--- src/rtl/logicnet_input_quantizer_if.sv ---
// Feature-stream input / packed-sample output bundle
// for logicnet_input_quantizer.
interface logicnet_input_quantizer_if #(
  parameter int FEAT_W = 16,
  parameter int OUT_W  = 16
);
  logic              s_valid;
  logic              s_ready;
  logic [FEAT_W-1:0] s_data;
  logic              s_last;
  logic              m_valid;
  logic              m_ready;
  logic [OUT_W-1:0]  m_data;
  logic              err;

  modport master (
    output s_valid, s_data, s_last, m_ready,
    input  s_ready, m_valid, m_data, err
  );

  modport slave (
    input  s_valid, s_data, s_last, m_ready,
    output s_ready, m_valid, m_data, err
  );
endinterface

--- src/rtl/logicnet_input_quantizer.sv ---
// Threshold-quantizes raw features and packs one sample per frame.
// Optional LOGICNET_INPUT_STATS_EN adds sample/drop counters.
module logicnet_input_quantizer #(
  parameter int NUM_FEATURES = 8,
  parameter int FEAT_W       = 16,
  parameter int Q_W          = 2,
  parameter logic [((1<<Q_W)-1)*FEAT_W-1:0] THRESH =
    {16'hC000, 16'h8000, 16'h4000}
) (
  input  logic clk,
  input  logic rst_n,
`ifdef LOGICNET_INPUT_STATS_EN
  output logic [15:0] sample_cnt,
  output logic [15:0] drop_cnt,
`endif
  logicnet_input_quantizer_if.slave io
);
  localparam int N_TH  = (1 << Q_W) - 1;
  localparam int OUT_W = NUM_FEATURES * Q_W;
  localparam int IDX_W =
    (NUM_FEATURES > 1) ? $clog2(NUM_FEATURES) : 1;
  localparam logic [IDX_W-1:0] LAST_IDX =
    IDX_W'(NUM_FEATURES - 1);

  typedef enum logic {COLLECT, RESYNC} state_t;

  state_t           state, state_nx;
  logic [IDX_W-1:0] idx, idx_nx;
  logic [OUT_W-1:0] asm_q, asm_nx;
  logic [OUT_W-1:0] out_nx;
  logic [Q_W-1:0]   code;
  logic             m_valid_nx;
  logic             err_nx;
  logic             load;
  logic             at_last;
  logic             fire;

  always_comb begin
    code = '0;
    for (int k = 0; k < N_TH; k++) begin
      if (io.s_data >= THRESH[k*FEAT_W +: FEAT_W])
        code = code + Q_W'(1);
    end
  end

  assign at_last = (idx == LAST_IDX);
  // Only the completing beat needs the output register.
  assign io.s_ready = !(state == COLLECT && at_last &&
                        io.m_valid && !io.m_ready);
  assign fire = io.s_valid && io.s_ready;

  always_comb begin
    state_nx   = state;
    idx_nx     = idx;
    asm_nx     = asm_q;
    out_nx     = io.m_data;
    err_nx     = 1'b0;
    load       = 1'b0;
    m_valid_nx = io.m_valid && !io.m_ready;
    for (int i = 0; i < NUM_FEATURES; i++) begin
      if (fire && state == COLLECT && idx == IDX_W'(i))
        asm_nx[i*Q_W +: Q_W] = code;
    end
    if (fire) begin
      unique case (state)
        COLLECT: begin
          unique case (1'b1)
            !at_last && !io.s_last:
              idx_nx = idx + IDX_W'(1);
            !at_last && io.s_last: begin
              err_nx = 1'b1;
              idx_nx = '0;
            end
            at_last && io.s_last: begin
              load   = 1'b1;
              out_nx = asm_nx;
              idx_nx = '0;
            end
            default: begin
              err_nx   = 1'b1;
              idx_nx   = '0;
              state_nx = RESYNC;
            end
          endcase
        end
        RESYNC: begin
          if (io.s_last)
            state_nx = COLLECT;
        end
        default: state_nx = COLLECT;
      endcase
    end
    if (load)
      m_valid_nx = 1'b1;
  end

  always_ff @(posedge clk or negedge rst_n) begin
    if (!rst_n) begin
      state      <= COLLECT;
      idx        <= '0;
      asm_q      <= '0;
      io.m_data  <= '0;
      io.m_valid <= 1'b0;
      io.err     <= 1'b0;
    end else begin
      state      <= state_nx;
      idx        <= idx_nx;
      asm_q      <= asm_nx;
      io.m_data  <= out_nx;
      io.m_valid <= m_valid_nx;
      io.err     <= err_nx;
    end
  end

`ifdef LOGICNET_INPUT_STATS_EN
  always_ff @(posedge clk or negedge rst_n) begin
    if (!rst_n) begin
      sample_cnt <= '0;
      drop_cnt   <= '0;
    end else begin
      if (load && sample_cnt != 16'hFFFF)
        sample_cnt <= sample_cnt + 16'd1;
      if (err_nx && drop_cnt != 16'hFFFF)
        drop_cnt <= drop_cnt + 16'd1;
    end
  end
`endif
endmodule
--- src/flat_wrapper.sv ---
// flat-port wrapper written by rule: the top's interface ports become plain ports
module logicnet_input_quantizer_flat 
#(
  parameter int NUM_FEATURES = 8,
  parameter int FEAT_W       = 16,
  parameter int Q_W          = 2,
  parameter logic [((1<<Q_W)-1)*FEAT_W-1:0] THRESH =
    {16'hC000, 16'h8000, 16'h4000}
)
  (clk, rst_n, io_s_valid, io_s_data, io_s_last, io_m_ready, io_s_ready, io_m_valid, io_m_data, io_err);
  logicnet_input_quantizer_if #(.FEAT_W(FEAT_W)) io_i ();
  input  logic clk;
  input  logic rst_n;
  input wire logic [$bits(io_i.s_valid)-1:0] io_s_valid;
  input wire logic [$bits(io_i.s_data)-1:0] io_s_data;
  input wire logic [$bits(io_i.s_last)-1:0] io_s_last;
  input wire logic [$bits(io_i.m_ready)-1:0] io_m_ready;
  output wire logic [$bits(io_i.s_ready)-1:0] io_s_ready;
  output wire logic [$bits(io_i.m_valid)-1:0] io_m_valid;
  output wire logic [$bits(io_i.m_data)-1:0] io_m_data;
  output wire logic [$bits(io_i.err)-1:0] io_err;
  assign io_i.s_valid = io_s_valid;
  assign io_i.s_data = io_s_data;
  assign io_i.s_last = io_s_last;
  assign io_i.m_ready = io_m_ready;
  assign io_s_ready = io_i.s_ready;
  assign io_m_valid = io_i.m_valid;
  assign io_m_data = io_i.m_data;
  assign io_err = io_i.err;
  logicnet_input_quantizer #(.NUM_FEATURES(NUM_FEATURES), .FEAT_W(FEAT_W), .Q_W(Q_W), .THRESH(THRESH)) u_core (.clk(clk), .rst_n(rst_n), .io(io_i));
endmodule
--- config.mk ---
export PLATFORM = sky130hd
export DESIGN_NAME = logicnet_input_quantizer_flat
export DESIGN_NICKNAME = d
export VERILOG_FILES = /design/src/rtl/logicnet_input_quantizer_if.sv /design/src/rtl/logicnet_input_quantizer.sv /design/src/flat_wrapper.sv
export SDC_FILE = /design/constraint.sdc
export NUM_CORES = 1
export LEC_CHECK = 0
export ABC_CLOCK_PERIOD_IN_PS = 1800
export CORE_MARGIN = 3
export CORE_UTILIZATION = 46
export DETAILED_ROUTE_END_ITERATION = 10
export PLACE_DENSITY = 0.87
export REMOVE_ABC_BUFFERS = 1
export SLEW_MARGIN = 10
export SYNTH_ARGS = -nofsm -noshare
export SYNTH_HDL_FRONTEND = slang
export SYNTH_SLANG_ARGS = --single-unit
--- constraint.sdc ---
create_clock -name clk -period 1.8 [get_ports clk]
set_input_delay 0.36 -clock clk [delete_from_list [all_inputs] [get_ports clk]]
set_output_delay 0.36 -clock clk [all_outputs]
set_load 0.05 [all_outputs]
## Yosys cells after proc, flatten, opt, wreduce, memory -nomap -nowiden

Cells that the tools add are included.

| word-level totals | value |
|---|---|
| flip-flop bits (word level) | 38 |
| latch bits | 0 |
| memory bits (writable) | 0 |
| memory bits (read-only) | 0 |
| bits of input ports | 21 |
| output and inout port bits | 19 |
| logic and storage cells | 68 |
| memories kept | 0 |

| cells by class | value |
|---|---|
| $add $sub $neg | 3 |
| multiply operators | 0 |
| divide/modulo/power cells | 0 |
| magnitude comparators | 3 |
| equal/unequal tests | 7 |
| shifts and indexed selects | 0 |
| multiplexer cells | 22 |
| bitwise logic cells | 1 |
| reductions and logical operators | 26 |

Operators with widths:

| cell | number |
|---|---|
| $ge 16x16->1 const B | 2 |
| $mux 2 | 10 |
| $logic_and 1x1->1 | 17 |
| $ge 16x15->1 const B | 1 |
| $eq 3x3->1 const B | 4 |
| $mux 1 | 10 |
| $eq 3x2->1 const B | 2 |
| $logic_not 1->1 | 4 |
| $add 3x1->3 const B | 1 |
| $eq 3x1->1 const B | 1 |
| $logic_not 3->1 | 1 |
| $mux 3 | 1 |
| $reduce_and 3->1 | 1 |
| $reduce_or 3->1 | 1 |
| $add 1x1->2 const B | 1 |
| $add 2x1->2 const B | 1 |
| $pmux 1 s2 | 1 |
| $reduce_and 2->1 | 1 |
| $reduce_or 2->1 | 1 |
| $not 1->1 | 1 |

## Logic depth before layout (Yosys ltp)

Gate-level depths: netlist of the first run.

| logic depth | value |
|---|---|
| word-level depth | 9 |
| depth in mapped cells | 7 |
| gate-level depth less buffers | 6 |

## Worst setup path before layout of the first run

Ideal clock, no wire load.

| timing | value |
|---|---|
| path type | flip-flop to flip-flop |
| start | reg u_core.idx[0] |
| end | reg u_core.io.m_data[10] |
| library setup time | 0.125 ns |
| arrival | 1.771 ns |
| required time | 1.675 ns |
| path slack | -0.096 ns |
| stages on the path, launching flop included | 8 |
| buffers on the path | 2 |
| clock period less this slack | 1.896 ns |
| path through | dfrtp_1 ha_1 ha_1 ha_1 and3_1 buf_6 buf_8 mux2_4 |

| between the ends | value |
|---|---|
| longest elaborated chain between the ends | 9 |
| elaborated cells between the ends (all ways) | 12 |
| those cells by class | eq/ne: 2; mux: 1; reduce/logical: 9 |

Ends and longest elaborated chain:

| what | line | source |
|---|---|---|
| start, declared | logicnet_input_quantizer.sv:28 | `logic [IDX_W-1:0] idx, idx_nx;` |
| start signal, assigned | logicnet_input_quantizer.sv:107 | `idx <= idx_nx;` |
| $eq 3x3->1 | logicnet_input_quantizer.sv:46 | `assign at_last = (idx == LAST_IDX);` |
| $logic_and 1x1->1 (2 in a row) | logicnet_input_quantizer.sv:48 | `assign io.s_ready = !(state == COLLECT && at_last &&` |
| $logic_and 1x1->1 | logicnet_input_quantizer.sv:49 | `io.m_valid && !io.m_ready);` |
| $logic_not 1->1 | logicnet_input_quantizer.sv:48 |  |
| $logic_and 1x1->1 | logicnet_input_quantizer.sv:50 | `assign fire = io.s_valid && io.s_ready;` |
| $logic_and 1x1->1 (2 in a row) | logicnet_input_quantizer.sv:61 | `if (fire && state == COLLECT && idx == IDX_W'(i))` |
| $mux 2 | logicnet_input_quantizer.sv:61 |  |
| end signal, assigned | logicnet_input_quantizer.sv:109 | `io.m_data <= out_nx;` |
| end, declared | logicnet_input_quantizer_if.sv:23 | `output s_ready, m_valid, m_data, err` |

Parallel ways exist; a longest one is shown, timed or not.
A chain may end at the register's enable or synchronous reset.

## Final worst setup path of the first run

| timing | value |
|---|---|
| start | reg u_core.idx[0] |
| end | out io_s_ready |

| between the ends | value |
|---|---|
| longest elaborated chain between the ends | 5 |

Ends and longest elaborated chain:

| what | line | source |
|---|---|---|
| $eq 3x3->1 | logicnet_input_quantizer.sv:46 |  |
| $logic_and 1x1->1 (2 in a row) | logicnet_input_quantizer.sv:48 |  |
| $logic_and 1x1->1 | logicnet_input_quantizer.sv:49 |  |
| $logic_not 1->1 | logicnet_input_quantizer.sv:48 |  |
| end, declared | flat_wrapper.sv:18 | `output wire logic [$bits(io_i.s_ready)-1:0] io_s_ready;` |

No other way between the ends.

==> reports/results.txt, run 1 <==
Status = complete, but fails checks
Failing checks = negative setup slack
Fin crit period = 1.83 ns
Worst setup SP type = register
Area of the multi-input gates = 917 um2
Clock skew = 0.00271 ns
Unrepaired setup endpoints after global routing = yes
CP endpoint kind = output pin
Core area = 3850 um2
Max IR drop VDD = 0.000789 V
Net switching power = 0.00102 W
Relative slew slack = 68.6%
Final Cell Area = 2520 um2
Most frequent cells in the layout = dfrtp_1 (38), buf_4 (35), mux2i_1 (30), inv_1 (22)
DIE HEIGHT = 70.8 um
Cell Area, Synth = 1930 um2
Switch share = 34.4%
Commonest non-fill, non-tap cell in the layout = dfrtp_1
Worst-Margin Slew = 0.471 ns
Synthesized instance count = 161
Critical path's largest stage delay = 0.39 ns
Maxcap violations = 0
FMAX = 0.546 GHz
Die width = 70.8 um
Register area = 951 um2
Critical Path, Cell by Cell = ha_4 > ha_4 > nand3b_4 > or2_4 > buf_8
CTS Hold Bufs = 0
Synthesis-to-finish area growth = 30.6%
Largest net degree at the start of global routing = 39
Die area = 5020 um2
WP data required = 1.44 ns
DRT Pass-1 Iters = 4
Layout cells sized above 1 = 35.7%
Int Pwr = 0.00195 W
Filler cells = 297
Syn Area/Cell = 12.0 um2
Total global-route track usage = 15.6%
Period utilisation layout = 102%
First-pass GRT wire length = 6240 um
Antenna cells = 0
Comb power frac = 36.9%
Synth Area in Simple Gates = 8.67%
Yosys reg bits = 38
Sequential-to-total area share from yosys stat = 49.2%
Final Core Density = 65.5%
Clock transition at path regs = 0.07 ns
Fin. max-slew vios = 0
Clock network fraction of total power = 23.0%
Crit path kind = register to output pin
Overflow after GRT = 0
Buffers on Ports = 25
DRT iter0 DRCs = 52
Clock Path Buffers = 2
CP dominant cell by count = ha_4
Clk_lat worst skew = 0.29 ns
Multiplexer share of the synthesized area = 25.2%
Ports = 40
Vias/cell = 5.00
NumNets Final = 237
Slowest cell on crit path = dfrtp_1
Sequential share of power = 40.1%
Pre-CTS setup slack = -0.289 ns
Main combinational cell family by area after synthesis = multiplexers
Number of routed nets with antenna violations = 0
Synth warn = 0
PwrDens = 1180 nW/um2
Avg WL per Cell = 14.2 um
Vias in the first global route = 1,347
Distinct cells, synth = 27
Root Driver = clkbuf_8
Placer congestion estimate = 0.753
Complex-gate fraction of the synthesized area = 3.11%
DR vias = 1,275
Worst min path class = input pin to asynchronous set/reset pin
Final Hold Vio Count = 0
# rows = 22
WL final = 3630 um
Synth Area in Adders = 6.86%
CTS tree = done
Residual DRC = 0
Arr. time, crit path = 1.47 ns
Setup violations, final = 1
HPWL after DPL = 2370 um
Setup_tns = -0.0309 ns
CTS Sinks = 38
Leakage power = 1.39 nW
CTS Buf Count = 5
CTS H-tree lvls = 2
CP Max Fanout = 3
XOR/XNOR Fraction of Synth Area = 0%
Post-DP Area = 2280 um2
Final setup margin = -0.0309 ns
Initial Util = 50.2%
Initial antenna violation count = 0
## critical path, delay by kind of cell (launching register included)
| kind | cells | cell delay, ns |
|---|---|---|
| DFF | 1 | 0.39 |
| buffers and inverters | 1 | 0.15 |
| and+or+nand+nor | 2 | 0.31 |
| adders and majority gates | 2 | 0.33 |
## kinds of logic (layout without fill, tap and decap cells)
group | count (synthesis) | after routing
AND/OR/NAND/NOR | 30 | 30
multiplexers | 44 | 44
buffers and inverters | 30 | 76
flip-flops | 38 | 38
AO/OA/AOI/OAI | 9 | 9
adder cells (fa/ha/maj) | 10 | 10
## through the flow
step,std cells,total power (W),hold slack [ns]
floorplan,154,0.00192,0.0644
detailed placement,242,0.00224,0.440
global route,255,0.00314,0.152
CTS,252,0.00294,0.124
global placement,242,0.00219,0.434
finish,255,0.00297,0.108
## synthesized netlist by cell type, drive strengths merged
cell	instances	area share [%]
nand2b	1	0.32
buf	4	1.9
clkbuf	3	0.58
and3	5	1.6
nor2	3	0.58
o21ai	1	0.26
mux2	14	9.7
dfrtp	38	49
nand4b	1	0.45
mux2i	30	16
nand3b	1	0.58
nor2b	5	1.6
o22a	2	0.91
inv	23	4.5
or2	1	0.32
a31oi	3	0.97
nand3	2	0.52
fa	1	1.0
ha	9	5.8
nand4	3	0.97
a22o	1	0.45
a21oi	2	0.52
nand2	7	1.4
and2	1	0.32
## flip-flops by register name (all words and copies together) (netlist names)
name               flops
u_core.asm_q          16
u_core.io.m_data      16
u_core.idx             3
u_core.io.m_valid      1
u_core.state           1
u_core.io.err          1
## worst paths after layout
kind / from / endpoint / slack (ns) / depth (start not counted)
setup / recovery: u_core.idx[0] / io_s_ready / -0.03 / 5
hold / removal: rst_n / u_core.io.m_data[2] / 0.11 / 2
setup reg to reg: u_core.idx[0] / u_core.io.m_data[12] / 0.05 / 7
hold reg to reg: u_core.io.m_data[14] / u_core.io.m_data[14] / 0.51 / 1
max in group asynchronous: rst_n / u_core.io.m_data[7] / 1.36 / 2
min in group clk: u_core.io.m_data[14] / u_core.io.m_data[14] / 0.51 / 1
## cell type report
cell class / count / share of cell area [%]
sequential: 38 / 37.7
multi-input combinational: 93 / 36.3
timing repair buffer: 45 / 15.9
clock buffer: 8 / 4.36
inverter: 23 / 3.42
tap: 48 / 2.38
## power by group through the flow
| stage | Clock (W) | Sequential [W] | Combinational [W] |
|---|---|---|---|
| after floorplan | 0 | 0.00144 | 0.000477 |
| after global placement | 0 | 0.00119 | 0.000999 |
| after detailed placement | 0 | 0.00120 | 0.00103 |
| after CTS | 0.000691 | 0.00119 | 0.00106 |
| after global routing | 0.000731 | 0.00122 | 0.00119 |
| final | 0.000684 | 0.00119 | 0.00110 |
## timing repair
item | in CTS | in global routing
buffers inserted | 2 | 2
endpoints found under the setup margin | 14 | 19
gates cloned | 0 | 1
gates resized for setup | 7 | 12
pin swaps | 2 | 2
## per-layer routing
metal	global-route usage, %	wire length, um	vias to the layer above
li1	-	-	633
met1	19.0	1610	616
met2	26.0	1820	21
met3	4.83	140	5
met4	6.05	61	0
met5	0	0	-
Power figures use the tool's default switching activity.
==> inputs of run 2 (changes only) <==
- MAX_ROUTING_LAYER: unset -> met4
==> run 2 against run 1 <==
The flow still finishes with violations (negative setup slack). Routed wire length is 0.50% lower. Clock power barely moved. Sequential power about the same. Critical path depth unchanged. Combinational power is essentially flat. Register-to-register slack hardly changed. Cell count unchanged. Total power hardly changed. Die area unchanged. Critical endpoint unchanged.
==> reports/results.txt, run 2 (same netlist as run 1, synthesis figures left out) <==
WL met3 = 145 um (was 140 um)
DR vias = 1,281 (was 1,275)
Clock skew = 0.00276 ns (was 0.00271 ns)
Reg2reg end = u_core.io.m_data[12] (unchanged)
Maxcap violations = 0 (unchanged)
Met1 WL = 1590 um (was 1610 um)
WP data required = 1.44 ns (about the same)
Antenna cells = 0 (unchanged)
Final Hold Vio Count = 0 (unchanged)
PwrDens = 1180 nW/um2 (about the same)
Total global-route track usage = 16.0% (was 15.6%)
FMAX = 0.546 GHz (about the same)
Final Cell Area = 2520 um2 (unchanged)
Vias/cell = 5.02 (was 5.00)
HPWL after DPL = 2370 um (unchanged)
Clk_lat worst skew = 0.29 ns (about the same)
Pre-CTS setup slack = -0.289 ns (unchanged)
CTS H-tree lvls = 2 (unchanged)
Largest net degree at the start of global routing = 39 (unchanged)
WL final = 3620 um (was 3630 um)
Initial Util = 50.2% (unchanged)
NumNets Final = 237 (unchanged)
# rows = 22 (unchanged)
Commonest non-fill, non-tap cell in the layout = dfrtp_1 (unchanged)
CTS Sinks = 38 (unchanged)
Ports = 40 (unchanged)
Die width = 70.8 um (unchanged)
Filler cells = 297 (unchanged)
Worst min path class = input pin to asynchronous set/reset pin (unchanged)
Fin crit period = 1.83 ns (about the same)
Fin. max-slew vios = 0 (unchanged)
Leakage power = 1.39 nW (unchanged)
Residual DRC = 0 (unchanged)
Status = complete, but fails checks (unchanged)
Cells on worst reg2reg path = 7 (unchanged)
Biggest registers after layout = u_core.asm_q x16, u_core.io.m_data x16, u_core.idx x3 (unchanged)
Overflow after GRT = 0 (unchanged)
Most frequent cells in the layout = dfrtp_1 (38), buf_4 (35), mux2i_1 (30), inv_1 (22) (unchanged)
Arr. time, crit path = 1.47 ns (about the same)
Layout cells sized above 1 = 35.7% (unchanged)
RR Startpoint = u_core.idx[0] (unchanged)
Worst setup SP type = register (unchanged)
Period utilisation layout = 102% (about the same)
Post-DP Area = 2280 um2 (unchanged)
DRT iter0 DRCs = 52 (unchanged)
CP endpoint kind = output pin (unchanged)
Number of routed nets with antenna violations = 0 (unchanged)
Core area = 3850 um2 (unchanged)
CP Max Fanout = 3 (unchanged)
Max IR drop VDD = 0.000789 V (about the same)
Initial antenna violation count = 0 (unchanged)
DIE HEIGHT = 70.8 um (unchanged)
DRT Pass-1 Iters = 4 (unchanged)
Total Power = 0.00297 W (about the same)
Crit path kind = register to output pin (unchanged)
Clock transition at path regs = 0.07 ns (about the same)
Register area = 951 um2 (unchanged)
Setup violations, final = 1 (unchanged)
Met2 WL = 1820 um (unchanged)
Area of the multi-input gates = 917 um2 (unchanged)
Avg WL per Cell = 14.2 um (about the same)
CTS Hold Bufs = 0 (unchanged)
CTS tree = done (unchanged)
Placer congestion estimate = 0.763 (was 0.753)
Buffers on Ports = 25 (unchanged)
Max layer used = met4 (unchanged)
CTS Buf Count = 5 (unchanged)
Synthesis-to-finish area growth = 30.6% (unchanged)
Final Core Density = 65.5% (unchanged)
Relative slew slack = 68.6% (about the same)
First-pass GRT wire length = 6220 um (was 6240 um)
Reg-to-reg slack, setup = 0.06 ns (was 0.05 ns)
Root Driver = clkbuf_8 (unchanged)
Unrepaired setup endpoints after global routing = yes (unchanged)
Vias in the first global route = 1,341 (was 1,347)
Final setup margin = -0.0311 ns (was -0.0309 ns)
Clock Path Buffers = 2 (unchanged)
Setup_tns = -0.0311 ns (was -0.0309 ns)
Die area = 5020 um2 (unchanged)
Worst-Margin Slew = 0.472 ns (was 0.471 ns)
Failing checks = negative setup slack (unchanged)
run 2: cell counts in the layout (fill, tap and decap cells not counted):
No cell type changed its count.
run 2: how the worst max path moves through the flow:
stage | from | to | cells past startpoint
2_1_floorplan | u_core.idx[0] | u_core.io.m_data[0] | 5
3_3_place_gp | io_s_data[14] | u_core.io.m_data[6] | 6
3_5_place_dp | io_s_data[15] | u_core.io.m_data[2] | 6
4_1_cts | u_core.idx[1] | io_s_ready | 5
5_1_grt | u_core.idx[0] | io_s_ready | 5
6_report | u_core.idx[0] | io_s_ready | 5
run 2: critical path, cell delays in order, from the launching register on:
cell,delay (ns)
dfrtp_1,0.40
ha_4,0.17
ha_4,0.16
nand3b_4,0.08
or2_4,0.23
buf_8,0.15
run 2: through the flow:
stage               cells  hold slack (ns)
floorplan             154           0.0644
global placement      242            0.434
detailed placement    242            0.440
CTS                   252            0.124
global route          255            0.152
finish                255            0.109
run 2: what timing repair did:
action | in CTS | in global routing
buffers inserted | 2 | 2
endpoints found under the setup margin | 14 | 19
pin swaps | 2 | 2
cloned | 0 | 1
resized for setup | 7 | 12
run 2: report_power, final:
group	switching (W)	internal, W	total (W)
clock	0.000296	0.000387	0.000682
sequential	0.0000991	0.00109	0.00119
combinational	0.000625	0.000470	0.00109
run 2: per-layer routing:
layer  global-route usage, %  up-vias
li1                        -      635
met1                    18.9      618
met2                    26.2       23
met3                    4.69        5
met4                    5.64        0
met5                       -        -
run 2: area by class of cell:
cell class | count | area share, %
inverters | 23 | 3.42
well taps | 48 | 2.38
flip-flops and latches | 38 | 37.7
multi-input cells | 93 | 36.3
clock buffers | 8 | 4.36
repair buffers | 45 | 15.9
